## config.mk

```make
export PLATFORM = sky130hd
export DESIGN_NAME = unpacked_history_buf
export DESIGN_NICKNAME = d
export VERILOG_FILES = /design/src/rtl/unpacked_history_pkg.sv /design/src/rtl/history_stage.sv /design/src/rtl/unpacked_history_buf.sv
export SDC_FILE = /design/constraint.sdc
export NUM_CORES = 1
export LEC_CHECK = 0
export CELL_PAD_IN_SITES_DETAIL_PLACEMENT = 1
export CELL_PAD_IN_SITES_GLOBAL_PLACEMENT = 1
export CORE_MARGIN = 3
export CORE_UTILIZATION = 33
export CTS_BUF_LIST = sky130_fd_sc_hd__clkbuf_16
export DETAILED_ROUTE_END_ITERATION = 6
export PLACE_DENSITY = 0.77
export SLEW_MARGIN = 15
export SYNTH_ARGS = -nofsm -noshare
export SYNTH_HDL_FRONTEND = slang
export SYNTH_SLANG_ARGS = --single-unit
```

## constraint.sdc

```tcl
create_clock -name clock -period 1.35 [get_ports clock]
set_input_delay 0.27 -clock clock [delete_from_list [all_inputs] [get_ports clock]]
set_output_delay 0.27 -clock clock [all_outputs]
set_load 0.02 [all_outputs]
```

## src/rtl/unpacked_history_pkg.sv

```systemverilog
// Width helpers shared by the history buffer and its bench.
// Kept free of M/DEPTH-dependent typedefs so every instance can size its own types.
package unpacked_history_pkg;

  function automatic int unsigned sel_width(input int unsigned depth);
    int unsigned w;
    w = $clog2(depth);
    return (w < 1) ? 1 : w;
  endfunction

  function automatic int unsigned fill_width(input int unsigned depth);
    return $clog2(depth + 1);
  endfunction

endpackage

```

## src/rtl/history_stage.sv

```systemverilog
// One history entry: sample data plus a valid flag, loaded from the previous entry on shift.
module history_stage #(
  parameter int unsigned M = 2
) (
  input  logic         clock,
  input  logic         reset_n,
  input  logic         shift,
  input  logic         clear,
  input  logic [M-1:0] d_in,
  input  logic         v_in,
  output logic [M-1:0] q,
  output logic         q_valid
);

  logic [M-1:0] r_data;
  logic         r_valid;

  always_ff @(posedge clock or negedge reset_n) begin
    if (!reset_n) begin
      r_data  <= '0;
      r_valid <= 1'b0;
    end else if (clear) begin
      r_data  <= '0;
      r_valid <= 1'b0;
    end else if (shift) begin
      r_data  <= d_in;
      r_valid <= v_in;
    end
  end

  assign q       = r_data;
  assign q_valid = r_valid;

endmodule

```

## src/rtl/unpacked_history_buf.sv

```systemverilog
// Keeps the last DEPTH accepted samples (q[0] newest) with a fill count, sticky drop flag
// and a registered random-access tap read.
module unpacked_history_buf
  import unpacked_history_pkg::*;
#(
  parameter int unsigned  M     = 2,
  parameter int unsigned  DEPTH = 4,
  localparam int unsigned SELW  = sel_width(DEPTH),
  localparam int unsigned FW    = fill_width(DEPTH)
) (
  input  logic            clock,
  input  logic            reset_n,
  input  logic            clear,
  input  logic            in_valid,
  input  logic [M-1:0]    d,
  input  logic            freeze,
  output logic [M-1:0]    q       [0:DEPTH-1],
  output logic            q_valid [0:DEPTH-1],
  output logic [FW-1:0]   fill,
  output logic            full,
  output logic            dropped,
  input  logic            rd_en,
  input  logic [SELW-1:0] rd_sel,
  output logic [M-1:0]    rd_data,
  output logic            rd_valid,
  output logic            rd_err
);

  logic          w_shift;
  logic [FW-1:0] r_fill;
  logic          r_dropped;
  logic [M-1:0]  r_rd_data;
  logic          r_rd_valid;
  logic          r_rd_err;
  logic [M-1:0]  w_tap_data;
  logic          w_tap_valid;
  logic          w_sel_ok;

  assign w_shift = in_valid & ~freeze & ~clear;

  for (genvar i = 0; i < DEPTH; i++) begin : g_stage
    if (i == 0) begin : g_head
      history_stage #(.M(M)) u_stage (
        .clock   (clock),
        .reset_n (reset_n),
        .shift   (w_shift),
        .clear   (clear),
        .d_in    (d),
        .v_in    (1'b1),
        .q       (q[i]),
        .q_valid (q_valid[i])
      );
    end else begin : g_tail
      history_stage #(.M(M)) u_stage (
        .clock   (clock),
        .reset_n (reset_n),
        .shift   (w_shift),
        .clear   (clear),
        .d_in    (q[i-1]),
        .v_in    (q_valid[i-1]),
        .q       (q[i]),
        .q_valid (q_valid[i])
      );
    end
  end

  always_ff @(posedge clock or negedge reset_n) begin
    if (!reset_n) begin
      r_fill    <= '0;
      r_dropped <= 1'b0;
    end else if (clear) begin
      r_fill    <= '0;
      r_dropped <= 1'b0;
    end else begin
      if (w_shift && (r_fill != FW'(DEPTH))) begin
        r_fill <= r_fill + 1'b1;
      end
      if (freeze && in_valid) begin
        r_dropped <= 1'b1;
      end
    end
  end

  // Decode by comparison so out-of-range selects on non-power-of-2 depths never index q.
  always_comb begin
    w_tap_data  = '0;
    w_tap_valid = 1'b0;
    w_sel_ok    = 1'b0;
    for (int i = 0; i < DEPTH; i++) begin
      if (rd_sel == SELW'(i)) begin
        w_sel_ok    = 1'b1;
        w_tap_data  = q[i];
        w_tap_valid = q_valid[i];
      end
    end
  end

  // The read port ignores clear so a read in the flush cycle still returns pre-edge history.
  always_ff @(posedge clock or negedge reset_n) begin
    if (!reset_n) begin
      r_rd_data  <= '0;
      r_rd_valid <= 1'b0;
      r_rd_err   <= 1'b0;
    end else if (rd_en) begin
      r_rd_data  <= w_tap_data;
      r_rd_valid <= w_tap_valid;
      r_rd_err   <= ~w_sel_ok;
    end else begin
      r_rd_valid <= 1'b0;
      r_rd_err   <= 1'b0;
    end
  end

  assign fill     = r_fill;
  assign full     = (r_fill == FW'(DEPTH));
  assign dropped  = r_dropped;
  assign rd_data  = r_rd_data;
  assign rd_valid = r_rd_valid;
  assign rd_err   = r_rd_err;

endmodule

```

# --- Word-level counts from Yosys, hierarchy flattened ---
# Cells that the tools add are included.
# Widths: inputs -> output; s select.
classes:
  bitwise: 5
  n_addsub: 1
  reduce_logical: 6
  mux: 34
  eq_ne: 5
op_table:
  columns: ["operator", "count"]
  rows:
  - ["$mux 2", 12]
  - ["$mux 1", 20]
  - ["$mux 3", 2]
  - ["$reduce_bool 2->1", 3]
  - ["$eq 2x2->1 const B", 2]
  - ["$add 3x1->3 const B", 1]
  - ["$eq 3x3->1 const B", 1]
  - ["$ne 3x3->1 const B", 1]
  - ["$not 1->1", 3]
  - ["$and 1x1->1", 2]
  - ["$eq 2x1->1 const B", 1]
  - ["$logic_and 1x1->1", 2]
  - ["$logic_not 2->1", 1]
word_totals:
  regBits: 20
  wordCells: 64
  output_inout_bits: 21
  inputBits: 10

# --- Depth between registers and ports, before layout ---
depth:
  word_depth: 7
  depth_mapped: 6
  ltp_nobuf: 6

# --- By module ---
# A second synthesis with hierarchy kept.
unflattened:
  cells_unflattened: 78
  area_unflattened_um2: 912.1
by_module_without_submodules:
  columns: ["mod", "seq_area_each_um2", "n_inst", "area_each_um2", "cells_each"]
  rows:
  - ["history_stage", 75.1, 4, 116.4, 9]
  - ["unpacked_history_buf", 200.2, 1, 446.7, 42]

# --- Least setup slack after synthesis ---
# OpenSTA, ideal clock, no wires.
synth_timing:
  path_type: "register to register"
  startpoint: "reg r_fill[0] (netlist: fill[0])"
  endpoint: "reg r_fill[1] (netlist: fill[1])"
  path_slack_ns: 0.015
  setup_ns: 0.136
  stages_incl_launch_ff: 7
  period_less_slack_ns: 1.335
  arrival_time_ns: 1.198
  cell_sequence: "dfrtp_1 -> inv_1 -> ha_1 -> nand2_1 -> inv_1 -> o21ai_0 -> a21oi_1"
synth_between:
  elab_chain_cells: 3
synth_lines:
  columns: ["element", "line", "source"]
  rows:
  - ["start, declared", "unpacked_history_buf.sv:30", "logic [FW-1:0] r_fill;"]
  - ["start signal, assigned", "unpacked_history_buf.sv:76", "r_fill <= r_fill + 1'b1;"]
  - ["$add 3x1->3 / $ne 3x3->1 (equally long branches)", "unpacked_history_buf.sv:76, unpacked_history_buf.sv:75", null]
  - ["$mux 3 / $logic_and 1x1->1 (equally long branches)", "unpacked_history_buf.sv:75", "if (w_shift && (r_fill != FW'(DEPTH))) begin"]
  - ["$mux 3 / $reduce_bool 2->1 (equally long branches)", null, null]
# Parallel ways exist; a longest one is shown, timed or not. The select of a mux whose other input is x is not followed.
# A chain may end at the register's enable or synchronous reset.

# --- Worst setup path in the final report ---
layout_timing:
  startpoint: "reg r_fill[0] (netlist: fill[0])"
  endpoint: "out full"
layout_between:
  elab_chain_cells: 1
layout_lines:
  columns: ["element", "line", "source"]
  rows:
  - ["$eq 3x3->1", "unpacked_history_buf.sv:115", "assign full = (r_fill == FW'(DEPTH));"]
  - ["end, declared", "unpacked_history_buf.sv:20", "output logic full,"]
# No other way between the ends.

==> key figures <==
Critical path
  • Max incr delay on CP: 0.39 ns
  • Reg2reg end: fill[2]$_DFFE_PN0P_
  • CP Cell Sequence: inv_2, ha_2, nand2_2, inv_2, buf_6
  • Crit. End Element: output pin
  • CP max-delay cell: dfrtp_1
  • CP Max Fanout: 3
  • Reg2reg setup slack: 0.17 ns
  • Crit path kind: flip-flop to output pin
  • R2r startpoint: fill[0]$_DFFE_PN0P_
  • Arrival @ worst endpoint: 1.14 ns
  • Most used cell, CP: inv_2
  • Worst setup SP type: flip-flop
  • Worst path required time: 1.08 ns
  • R2r worst-path depth: 4

Placed design
  • IO buf count: 30
  • GPL Wtd Cong: 0.721
  • Pre-CTS WS: -0.309 ns
  • Post-detail-place hpwl: 1.81 mm

Clock network
  • Clock Tree Buf Depth: 2
  • Clock transition at path regs: 0.06 ns
  • Clock root cell: clkbuf_16
  • Clock sinks: 20
  • Hold buffer count at cts: 0
  • CTS Buf Count: 3
  • H-tree level count: 1
  • Clock Latency Late Sink: 0.25 ns
  • CTS tree: yes
  • Postcts setup bufs: 0

Final layout
  • Register area: 500 sq um
  • Area occupied by multi-input gates: 363 sq um
  • Commonest non-fill, non-tap cells in the layout: nand2_1, dfrtp_1, dlygate4sd2_1
  • Net count reported at finish: 148
  • Share of cells above drive strength 1: 0.193
  • Ant diodes: 0
  • Fillers: 306
  • Commonest non-fill, non-tap cell in the layout: nand2_1
  • Area Overhead vs Synth: 47.1%

Floorplan
  • Site row count: 18
  • IO Pins: 31
  • Die width: 59.2 um
  • Initial Util: 0.360
  • Core ar.: 2590 sq um
  • Die Area: 3500 sq um
  • Chip height: 59.2 um

Synthesis
  • Yosys reg bits: 20
  • Post-synthesis sequential area ratio: 0.536
  • Area share of the largest cell type after synthesis: 0.536
  • Synth top area cells: dfrtp_1, nand2_1, a21oi_1
  • Syn Area/Cell: 9.62 sq um
  • Syn Inst Count: 97
  • Unique masters post-synth: 21
  • Warnings, synthesis: 0
  • Cell accounting for the most synthesized area: dfrtp_1
  • Post-Syn Nets: 109
  • Netlist Area Pre-Place: 933 sq um

Power
  • Clock share of power: 0.437
  • Power per cell area: 1030 nW/um^2
  • Lkg Pwr: 0.699 nW
  • Net load switching power: 328 uW
  • IR drop worst, VDD: 0.625 mV
  • Switching Share: 0.231
  • Pint: 1.09 mW
  • Final Power: 1.42 mW
  • Sequential power share: 0.441
  • Comb pwr share: 0.123

Drt
  • DRT Pass-1 Iters: 4
  • DR vias/cell: 4.98
  • Post-route DRC: 0
  • Via count: 822
  • Post-route ant nets: 0
  • Detailed Route Iter0 Violations: 18
  • Detailed Route WL: 2.46 mm
  • WL per Instance: 14.9 um

STA
  • Max Transition Viols Final: 0
  • Final Cycle Share: 1.04
  • Worst Skew: 0.000797 ns
  • Final WS setup: -0.0574 ns
  • Fmax: 711 MHz
  • Minimum clock period after layout: 1.41 ns
  • Hold violation count in the final report: 0
  • RSZ-0062 raised after global routing: true
  • Endpoints failing setup: 1

GRT
  • First-pass GRT wire length: 4.26 mm
  • Largest net degree at the start of global routing: 21
  • Vias in the first global route: 886
  • Initial antenna violation count: 0
  • Total gr overflow: 0
  • GRT Overall Usage: 0.163

Outcome
  • Status: finished, violations left
  • Failing checks: negative setup slack

Run
  • Max_cap viols: 0

Min path
  • Hold Crit Class: primary input to asynchronous set/reset pin
[what timing repair did]
action	4_1_cts	5_1_grt
endpoints found under the setup margin	22	4
resized for setup	33	4
pin swaps	2	1
[kinds of logic after synthesis]
group                    after synthesis  synth area share
AND/OR/NAND/NOR                       37             0.176
adder cells (fa/ha/maj)                2            0.0268
buffers and inverters                 13            0.0804
other                                  1           0.00402
multiplexers                           5            0.0670
flip-flops                            20             0.536
AO/OA/AOI/OAI                         19             0.110
[through the flow]
step | instances | hold WS, ns | utilization | TNS, ns | instance area [sq um]
after floorplan | 97 | -0.0256 | - | 0 | 933
after global placement | 161 | 0.482 | 0.512 | -0.955 | 1330
after detailed placement | 161 | 0.484 | 0.512 | -1.99 | 1330
after CTS | 165 | 0.373 | 0.536 | -0.0704 | 1390
after global routing | 165 | 0.397 | 0.530 | -0.121 | 1370
final | 165 | 0.362 | 0.530 | -0.0574 | 1370
[critical path: cells and delay by family, from the launching register on]
| family | cells | cell delay (ns) |
|---|---|---|
| DFF | 1 | 0.39 |
| buffers and inverters | 3 | 0.24 |
| adders and majority gates | 1 | 0.18 |
| and+or+nand+nor | 1 | 0.07 |
[metal layers]
| metal | vias to the layer above | track usage | share of wire |
|---|---|---|---|
| met1 | 395 | 0.218 | 0.44 |
| met3 | 6 | 0.0392 | 0.068 |
| met5 | - | 0 | 0 |
| met2 | 29 | 0.251 | 0.47 |
| met4 | 0 | 0.0712 | 0.020 |
| li1 | 392 | - | - |
[power groups by stage]
| stage | registers (mW) | logic [mW] | clock network [mW] |
|---|---|---|---|
| 4_1_cts | 0.626 | 0.179 | 0.633 |
| 6_report | 0.626 | 0.175 | 0.620 |
| 2_1_floorplan | 0.652 | 0.0638 | 0 |
| 5_1_grt | 0.628 | 0.191 | 0.666 |
| 3_3_place_gp | 0.636 | 0.182 | 0 |
| 3_5_place_dp | 0.637 | 0.188 | 0 |
[worst max-delay path by stage]
stage / start / endpoint / cells past startpoint
CTS: fill[0]$_DFFE_PN0P_ / full / 5
global route: fill[1]$_DFFE_PN0P_ / full / 5
finish: fill[0]$_DFFE_PN0P_ / full / 5
detailed placement: fill[0]$_DFFE_PN0P_ / full / 5
global placement: fill[0]$_DFFE_PN0P_ / full / 5
floorplan: fill[0]$_DFFE_PN0P_ / fill[1]$_DFFE_PN0P_ / 6
[layout make-up]
cell class	instances	share of cell area
sequential	20	0.365
multi-input combinational	64	0.264
timing repair buffer	44	0.278
tap	30	0.0273
inverter	3	0.00820
clock buffer	3	0.0547
clock inverter	1	0.00273
[cell usage after synthesis, drive strengths merged]
| master | instances |
|---|---|
| dfrtp | 20 |
| conb | 1 |
| a21oi | 15 |
| and4b | 1 |
| inv | 3 |
| o21ai | 2 |
| nand3 | 2 |
| nand2 | 24 |
| buf | 8 |
| clkbuf | 2 |
| mux2i | 4 |
| o221ai | 2 |
| nor2b | 1 |
| nor2 | 3 |
| nand2b | 4 |
| and2 | 1 |
| nor3 | 1 |
| mux4 | 1 |
| ha | 2 |
[sequential cells by signal (all words and copies together), names as in the netlist]
| name | flops |
|---|---|
| g_stage.g_tail.u_stage.q | 6 |
| rd_data | 2 |
| fill | 3 |
| rd_valid | 1 |
| g_stage.g_head.u_stage.q_valid | 1 |
| g_stage.g_head.u_stage.q | 2 |
| rd_err | 1 |
| g_stage.g_tail.u_stage.q_valid | 3 |
| dropped | 1 |
(Power assumes the default switching activity.)
